==> src/rtl/demod_chan_sched_pkg.sv <==
// Shared types and the conjugate-multiply discriminator kernel used by the
// channel scheduler.
package demod_pkg;

    // One IQ sample as carried on a 32-bit input beat: [15:0] I, [31:16] Q.
    typedef struct packed {
        logic signed [15:0] q;
        logic signed [15:0] i;
    } iq16_t;

    // One product beat as emitted on the 64-bit output: [31:0] real, [63:32] imag.
    typedef struct packed {
        logic signed [31:0] imag;
        logic signed [31:0] re;
    } cplx32_t;

    typedef enum logic [0:0] {
        ARB  = 1'b0,
        XFER = 1'b1
    } sched_state_t;

    // cur * conj(prev). Each 16x16 product fits in 32 bits; the sums wrap,
    // which only matters when all four inputs are -32768 (real = 0x80000000).
    function automatic cplx32_t conj_mult(input iq16_t cur, input iq16_t prev);
        logic signed [31:0] ac;
        logic signed [31:0] bd;
        logic signed [31:0] bc;
        logic signed [31:0] ad;
        cplx32_t            r;
        ac     = 32'(cur.i) * 32'(prev.i);
        bd     = 32'(cur.q) * 32'(prev.q);
        bc     = 32'(cur.q) * 32'(prev.i);
        ad     = 32'(cur.i) * 32'(prev.q);
        r.re   = ac + bd;
        r.imag = bc - ad;
        return r;
    endfunction

endpackage

==> src/rtl/demod_chan_sched_if.sv <==
// Bundles the multi-channel AXI-stream input, the product output stream and
// the per-channel control lines of the channel scheduler.
interface demod_chan_sched_if #(
    parameter int NUM_CH = 4,
    parameter int S_W    = 32,
    parameter int M_W    = 64,
    parameter int CH_W   = $clog2(NUM_CH)
);
    logic [NUM_CH-1:0]     s00_axis_tvalid;
    logic [NUM_CH*S_W-1:0] s00_axis_tdata;
    logic [NUM_CH-1:0]     s00_axis_tlast;
    logic [NUM_CH-1:0]     s00_axis_tready;
    logic [NUM_CH-1:0]     ch_enable;
    logic [NUM_CH-1:0]     clear_hist;
    logic                  m00_axis_tready;
    logic                  m00_axis_tvalid;
    logic                  m00_axis_tlast;
    logic [M_W-1:0]        m00_axis_tdata;
    logic [M_W/8-1:0]      m00_axis_tstrb;
    logic [CH_W-1:0]       m00_axis_tuser;
    logic [CH_W-1:0]       grant_ch;

    // Scheduler side.
    modport slave (
        input  s00_axis_tvalid, s00_axis_tdata, s00_axis_tlast,
        input  ch_enable, clear_hist, m00_axis_tready,
        output s00_axis_tready, m00_axis_tvalid, m00_axis_tlast,
        output m00_axis_tdata, m00_axis_tstrb, m00_axis_tuser, grant_ch
    );

    // Upstream decimators / downstream stage side.
    modport master (
        output s00_axis_tvalid, s00_axis_tdata, s00_axis_tlast,
        output ch_enable, clear_hist, m00_axis_tready,
        input  s00_axis_tready, m00_axis_tvalid, m00_axis_tlast,
        input  m00_axis_tdata, m00_axis_tstrb, m00_axis_tuser, grant_ch
    );
endinterface

==> src/rtl/demod_chan_sched_rr_arbiter.sv <==
// Round-robin first-set search: scans requests starting at i_ptr and wrapping,
// reporting the first requesting channel.
module demod_rr_arbiter #(
    parameter int NUM_CH = 4,
    parameter int CH_W   = 2
) (
    input  logic [NUM_CH-1:0] i_req,
    input  logic [CH_W-1:0]   i_ptr,
    output logic              o_found,
    output logic [CH_W-1:0]   o_winner
);

    logic [CH_W-1:0] w_idx;

    // Walk i_ptr, i_ptr+1, ... mod NUM_CH and keep the first request seen.
    always_comb begin
        o_found  = 1'b0;
        o_winner = '0;
        w_idx    = '0;
        for (int k = 0; k < NUM_CH; k++) begin
            w_idx = CH_W'((int'(i_ptr) + k) % NUM_CH);
            if (!o_found && i_req[w_idx]) begin
                o_found  = 1'b1;
                o_winner = w_idx;
            end
        end
    end

endmodule

==> src/rtl/demod_chan_sched.sv <==
// Time-shares one conjugate-multiply FM discriminator among NUM_CH IQ streams.
// Grants are round-robin at packet granularity; each channel keeps its own
// previous-sample history; products leave on one stream tagged with tuser.
module demod_chan_sched
    import demod_pkg::*;
#(
    parameter int NUM_CH                 = 4,
    parameter int C_S00_AXIS_TDATA_WIDTH = 32,
    parameter int C_M00_AXIS_TDATA_WIDTH = 64,
    parameter int LOCK_ON_PACKET         = 1
) (
    input  logic               s00_axis_aclk,
    input  logic               s00_axis_areset,
    demod_chan_sched_if.slave  bus
);

    localparam int CH_W = $clog2(NUM_CH);

    sched_state_t                      r_state;
    logic [CH_W-1:0]                   r_grant;
    logic [CH_W-1:0]                   r_rr_ptr;
    iq16_t                             r_hist [NUM_CH];
    logic                              r_tvalid;
    logic                              r_tlast;
    logic [C_M00_AXIS_TDATA_WIDTH-1:0] r_tdata;
    logic [C_M00_AXIS_TDATA_WIDTH/8-1:0] r_tstrb;
    logic [CH_W-1:0]                   r_tuser;

    logic [NUM_CH-1:0] w_req;
    logic [NUM_CH-1:0] w_s_tready;
    logic              w_found;
    logic [CH_W-1:0]   w_winner;
    logic              w_rdy;
    logic              w_hs;
    logic              w_last;
    logic              w_leave;
    iq16_t             w_cur;
    cplx32_t           w_prod;

    // ch_enable only gates who may win a new grant; an open packet runs on.
    assign w_req = bus.s00_axis_tvalid & bus.ch_enable;

    demod_rr_arbiter #(
        .NUM_CH (NUM_CH),
        .CH_W   (CH_W)
    ) u_arb (
        .i_req    (w_req),
        .i_ptr    (r_rr_ptr),
        .o_found  (w_found),
        .o_winner (w_winner)
    );

    assign w_rdy   = (r_state == XFER) && (bus.m00_axis_tready || !r_tvalid);
    assign w_cur   = bus.s00_axis_tdata[C_S00_AXIS_TDATA_WIDTH*r_grant +: C_S00_AXIS_TDATA_WIDTH];
    assign w_hs    = w_rdy && bus.s00_axis_tvalid[r_grant];
    assign w_last  = bus.s00_axis_tlast[r_grant];
    assign w_leave = w_hs && (w_last || (LOCK_ON_PACKET == 0));
    assign w_prod  = conj_mult(w_cur, r_hist[r_grant]);

    // Only the granted channel can see ready, and never while arbitrating.
    always_comb begin
        w_s_tready          = '0;
        w_s_tready[r_grant] = w_rdy;
    end

    // Grant FSM: pick a channel in ARB, hold it through XFER until release.
    always_ff @(posedge s00_axis_aclk or posedge s00_axis_areset) begin
        if (s00_axis_areset) begin
            r_state  <= ARB;
            r_grant  <= '0;
            r_rr_ptr <= '0;
        end else begin
            case (r_state)
                ARB: begin
                    if (w_found) begin
                        r_grant <= w_winner;
                        r_state <= XFER;
                    end
                end
                XFER: begin
                    if (w_leave) begin
                        r_rr_ptr <= (r_grant == CH_W'(NUM_CH - 1)) ? '0 : r_grant + CH_W'(1);
                        r_state  <= ARB;
                    end
                end
                default: r_state <= ARB;
            endcase
        end
    end

    // Per-channel history: an accepted sample beats a simultaneous clear.
    always_ff @(posedge s00_axis_aclk or posedge s00_axis_areset) begin
        if (s00_axis_areset) begin
            for (int c = 0; c < NUM_CH; c++) r_hist[c] <= '0;
        end else begin
            for (int c = 0; c < NUM_CH; c++) begin
                if (w_hs && (r_grant == CH_W'(c))) r_hist[c] <= w_cur;
                else if (bus.clear_hist[c])         r_hist[c] <= '0;
            end
        end
    end

    // Output register: load on handshake, hold while stalled, drop once taken.
    always_ff @(posedge s00_axis_aclk or posedge s00_axis_areset) begin
        if (s00_axis_areset) begin
            r_tvalid <= 1'b0;
            r_tlast  <= 1'b0;
            r_tdata  <= '0;
            r_tstrb  <= '0;
            r_tuser  <= '0;
        end else if (w_hs) begin
            r_tvalid <= 1'b1;
            r_tlast  <= w_last;
            r_tdata  <= w_prod;
            r_tstrb  <= '1;
            r_tuser  <= r_grant;
        end else if (bus.m00_axis_tready) begin
            r_tvalid <= 1'b0;
        end
    end

    assign bus.s00_axis_tready = w_s_tready;
    assign bus.m00_axis_tvalid = r_tvalid;
    assign bus.m00_axis_tlast  = r_tlast;
    assign bus.m00_axis_tdata  = r_tdata;
    assign bus.m00_axis_tstrb  = r_tstrb;
    assign bus.m00_axis_tuser  = r_tuser;
    assign bus.grant_ch        = r_grant;

endmodule

==> src/flat_wrapper.sv <==
// flat-port wrapper written by rule: the top's interface ports become plain ports
module demod_chan_sched_flat import demod_pkg::*;
#(
    parameter int NUM_CH                 = 4,
    parameter int C_S00_AXIS_TDATA_WIDTH = 32,
    parameter int C_M00_AXIS_TDATA_WIDTH = 64,
    parameter int LOCK_ON_PACKET         = 1
)
  (s00_axis_aclk, s00_axis_areset, bus_s00_axis_tvalid, bus_s00_axis_tdata, bus_s00_axis_tlast, bus_ch_enable, bus_clear_hist, bus_m00_axis_tready, bus_s00_axis_tready, bus_m00_axis_tvalid, bus_m00_axis_tlast, bus_m00_axis_tdata, bus_m00_axis_tstrb, bus_m00_axis_tuser, bus_grant_ch);
  demod_chan_sched_if #(.NUM_CH(NUM_CH)) bus_i ();
  input  logic s00_axis_aclk;
  input  logic s00_axis_areset;
  input wire logic [$bits(bus_i.s00_axis_tvalid)-1:0] bus_s00_axis_tvalid;
  input wire logic [$bits(bus_i.s00_axis_tdata)-1:0] bus_s00_axis_tdata;
  input wire logic [$bits(bus_i.s00_axis_tlast)-1:0] bus_s00_axis_tlast;
  input wire logic [$bits(bus_i.ch_enable)-1:0] bus_ch_enable;
  input wire logic [$bits(bus_i.clear_hist)-1:0] bus_clear_hist;
  input wire logic [$bits(bus_i.m00_axis_tready)-1:0] bus_m00_axis_tready;
  output wire logic [$bits(bus_i.s00_axis_tready)-1:0] bus_s00_axis_tready;
  output wire logic [$bits(bus_i.m00_axis_tvalid)-1:0] bus_m00_axis_tvalid;
  output wire logic [$bits(bus_i.m00_axis_tlast)-1:0] bus_m00_axis_tlast;
  output wire logic [$bits(bus_i.m00_axis_tdata)-1:0] bus_m00_axis_tdata;
  output wire logic [$bits(bus_i.m00_axis_tstrb)-1:0] bus_m00_axis_tstrb;
  output wire logic [$bits(bus_i.m00_axis_tuser)-1:0] bus_m00_axis_tuser;
  output wire logic [$bits(bus_i.grant_ch)-1:0] bus_grant_ch;
  assign bus_i.s00_axis_tvalid = bus_s00_axis_tvalid;
  assign bus_i.s00_axis_tdata = bus_s00_axis_tdata;
  assign bus_i.s00_axis_tlast = bus_s00_axis_tlast;
  assign bus_i.ch_enable = bus_ch_enable;
  assign bus_i.clear_hist = bus_clear_hist;
  assign bus_i.m00_axis_tready = bus_m00_axis_tready;
  assign bus_s00_axis_tready = bus_i.s00_axis_tready;
  assign bus_m00_axis_tvalid = bus_i.m00_axis_tvalid;
  assign bus_m00_axis_tlast = bus_i.m00_axis_tlast;
  assign bus_m00_axis_tdata = bus_i.m00_axis_tdata;
  assign bus_m00_axis_tstrb = bus_i.m00_axis_tstrb;
  assign bus_m00_axis_tuser = bus_i.m00_axis_tuser;
  assign bus_grant_ch = bus_i.grant_ch;
  demod_chan_sched #(.NUM_CH(NUM_CH), .C_S00_AXIS_TDATA_WIDTH(C_S00_AXIS_TDATA_WIDTH), .C_M00_AXIS_TDATA_WIDTH(C_M00_AXIS_TDATA_WIDTH), .LOCK_ON_PACKET(LOCK_ON_PACKET)) u_core (.s00_axis_aclk(s00_axis_aclk), .s00_axis_areset(s00_axis_areset), .bus(bus_i));
endmodule
==> config.mk <==
export PLATFORM = sky130hd
export DESIGN_NAME = demod_chan_sched_flat
export DESIGN_NICKNAME = d
export VERILOG_FILES = /design/src/rtl/demod_chan_sched_pkg.sv /design/src/rtl/demod_chan_sched_if.sv /design/src/rtl/demod_chan_sched_rr_arbiter.sv /design/src/rtl/demod_chan_sched.sv /design/src/flat_wrapper.sv
export SDC_FILE = /design/constraint.sdc
export NUM_CORES = 2
export LEC_CHECK = 0
export BUFFER_PORTS_ARGS = -buffer_cell sky130_fd_sc_hd__buf_2
export CAP_MARGIN = 20
export CORE_AREA = 2 2 549 278
export CTS_BUF_LIST = sky130_fd_sc_hd__clkbuf_4 sky130_fd_sc_hd__clkbuf_8
export DETAILED_ROUTE_END_ITERATION = 6
export DIE_AREA = 0 0 551 280
export PLACE_DENSITY = 0.45
export SYNTH_ARGS = -nofsm -noshare
export SYNTH_HDL_FRONTEND = slang
export SYNTH_SLANG_ARGS = --single-unit
==> constraint.sdc <==
create_clock -name s00_axis_aclk -period 19.9 [get_ports s00_axis_aclk]
set_input_delay 4.975 -clock s00_axis_aclk [delete_from_list [all_inputs] [get_ports s00_axis_aclk]]
set_output_delay 4.975 -clock s00_axis_aclk [all_outputs]
set_load 0.05 [all_outputs]
==> impl_results.md <==
- Largest net degree at the start of global routing: 160
- Slew @ Worst Pin: 1240 ps
- Cells after synthesis: 5,326
- Minimum clock period: 13,450 ps
- Post-synthesis compound-gate area fraction: 0.0567
- Worst hold path startpoint: u_core.bus.m00_axis_tdata[43]
- Via count: 36.9k
- Worst-path cell with the longest stage delay: o21a_1
- Sequential fraction of the synthesis area: 0.103
- Share of cells above drive strength 1: 0.102
- Simple-gate share of the synthesized area: 0.123
- Global route overflow: 0
- Finished Cell Area: 53,700 um^2
- Post-synth cell types: 70
- Max Fclk: 74.3 MHz
- CTS Buffer Depth: 3
- Max Cap Viol: 0
- Initial DRT Pass Iterations: 5
- Fin. Hold Viols: 0
- IO buf count: 228
- Final period util: 0.676
- Initial Util: 0.327
- Die area: 154,000 um^2
- Most frequent cell after synthesis: inv_1
- Routed WL per cell: 24.8 um
- Core Area: 150,000 um^2
- P&R area growth vs syn: 9.34%
- Vias in the first global route: 38.8k
- Clk_lat worst skew: 700 ps
- Post-CTS Setup Bufs: 0
- # hold bufs at CTS: 0
- Max Slew Vio Count: 0
- Crit path launch: bus_s00_axis_tdata[117]
- Die H: 280 um
- Mux cell area share after synthesis: 0.0298
- Filler cells: 15.6k
- Post-Synth XOR/XNOR Area: 0.0169
- CTS buffer count: 35
- #FFs+latches synth: 202
- ANT nets after route: 0
- CTS tree: done
- First-pass GRT wire length: 277,000 um
- Synth top area share: 0.468
- Clock Skew: 58.7 ps
- Worst setup path class: primary input to flop
- WL final: 185,000 um
- Syn_nets: 6,933
- GP Congestion: 0.895
- Startpoint Class: primary input
- HP Class: flop to flop
- DR vias/cell: 4.93
- RSZ-0062 raised after global routing: false
- Initial antenna violation count: 19
- CP Data Required Time: 20,410 ps
- Setup ws final: 6450 ps
- Avg Inst Size Synth: 9.22 um^2
- CP max stage delay: 980 ps
- Reg clk slew, reported paths: 60 ps
- Post-synth EDFFs: 0
- Placed Area: 52,900 um^2
- Yosys Warn Count: 0
- Setup slack at placement: 5960 ps
- Setup TNS: 0 ps
- # setup viols final: 0
- H-Tree Depth: 2
- Async SR Flop Fraction: 1.00
- # clock sinks: 202
- Crit Reg-Reg Startpoint: u_core.bus.grant_ch[0]
- Initial DRC Count: 3,915
- Post-DP HPWL: 144,000 um
- Largest family of logic cells by synthesized area: adder cells
- Final Net Count: 7,050
- CP endpoint kind: flop
- Post-Syn Area: 49,100 um^2
- Resized cells post-CTS: 0
- Worst relative slew slack: 0.172
- DRC errors left: 0
- Commonest cells post-synth: inv_1 (1,298), fa_1 (1,149), nand2_1 (693), nor2_1 (501), ha_1 (311)
- Crit path top cell by count: fa_1
- Post-Synth Adder-Cell Area: 0.548
- Crit path DAT: 13,970 ps
- Area leader, netlist: fa_1
- Die W: 551 um
- Io pins: 229
- Post-synth top flop: dfrtp_1
- Total track usage: 0.248
- Status: finished, final reports clean
- Crit-path max FO: 15
- Root Driver: clkbuf_8
- Cell row count: 101
- Synth top area cells: fa_1 (47%), dfrtp_1 (10%), inv_1 (9.9%)
==> metal layers <==
metal,wire length (um),global-route usage,vias up
met5,27,0,-
met4,2650,0.0310,4
met3,22000,0.0782,170
met2,66500,0.312,1691
met1,94200,0.408,19100
li1,-,-,15900
==> path summary, 6_finish.rpt <==
path / endpoint / slack, ps / cells past startpoint
max in group asynchronous: u_core.bus.m00_axis_tdata[58] / 13450 / 4
min in group asynchronous: u_core.bus.m00_axis_tlast / 4450 / 2
worst max-delay path: u_core.bus.m00_axis_tdata[29] / 6450 / 27
worst max register to register: u_core.bus.m00_axis_tdata[29] / 8350 / 28
worst min-delay path: u_core.bus.m00_axis_tdata[43] / 460 / 2
worst min register to register: u_core.bus.m00_axis_tdata[43] / 460 / 2
==> kinds of logic (layout without fill, tap and decap cells) <==
| group | count (synthesis) | after routing |
|---|---|---|
| AND/OR/NAND/NOR | 1417 | 1417 |
| adder cells (fa/ha/maj) | 1460 | 1460 |
| AO/OA/AOI/OAI | 457 | 457 |
| multiplexers | 129 | 129 |
| flip-flops | 202 | 202 |
| XOR/XNOR | 95 | 95 |
| other | 0 | 4 |
| buffers and inverters | 1566 | 1709 |
==> per-stage QoR <==
stage | utilization | cells | hold WS, ps
after floorplan | - | 5326 | 474
after global placement | 0.352 | 7413 | 448
after detailed placement | 0.352 | 7413 | 455
after CTS | 0.357 | 7476 | 468
after global routing | 0.358 | 7479 | 505
final | 0.358 | 7481 | 460
==> state kept, by name, summed over array words and instances (netlist names) <==
signal and cells:
u_core.bus.grant_ch 2, u_core.bus.m00_axis_tdata 64, u_core.bus.m00_axis_tlast 1, u_core.bus.m00_axis_tstrb 1
u_core.bus.m00_axis_tuser 2, u_core.bus.m00_axis_tvalid 1, u_core.r_hist 128, u_core.r_rr_ptr 2
u_core.r_state 1
==> layout by cell type (no fill, tap or decap), drive strengths merged, types with 8 or more instances in the layout <==
master	n
o21bai	10
nand2	693
nand3	14
ha	311
inv	1301
buf	345
a21oi	51
and3	8
nand3b	129
mux2i	62
a211oi	12
o21ai	268
xor2	24
xnor2	71
dfrtp	202
o21a	61
and2	32
nor2	501
fa	1149
a21o	16
mux2	59
nand2b	9
mux4	8
clkbuf	53
==> layout make-up <==
class | count | area [um^2] | share of cell area
Multi-Input combinational cell | 3558 | 38400 | 0.715
Sequential cell | 202 | 5060 | 0.0943
Inverter | 1301 | 4890 | 0.0911
Tap cell | 2008 | 2510 | 0.0468
Timing Repair Buffer | 345 | 2050 | 0.0382
Clock buffer | 53 | 661 | 0.0123
Clock inverter | 10 | 143 | 0.00266
Antenna cell | 4 | 10.0 | 0.000186
==> worst max-delay path: cells and delay by family <==
kind,cells,cell delay [ps]
adders and majority gates,9,4340
buffers and inverters,6,330
AOI/OAI and AO/OA,5,2030
muxes,2,230
and+or+nand+nor,5,2000
Power is left out: the tool's default activity adds up to more than one toggle a clock period on the data nets, which glitch-free logic cannot reach.
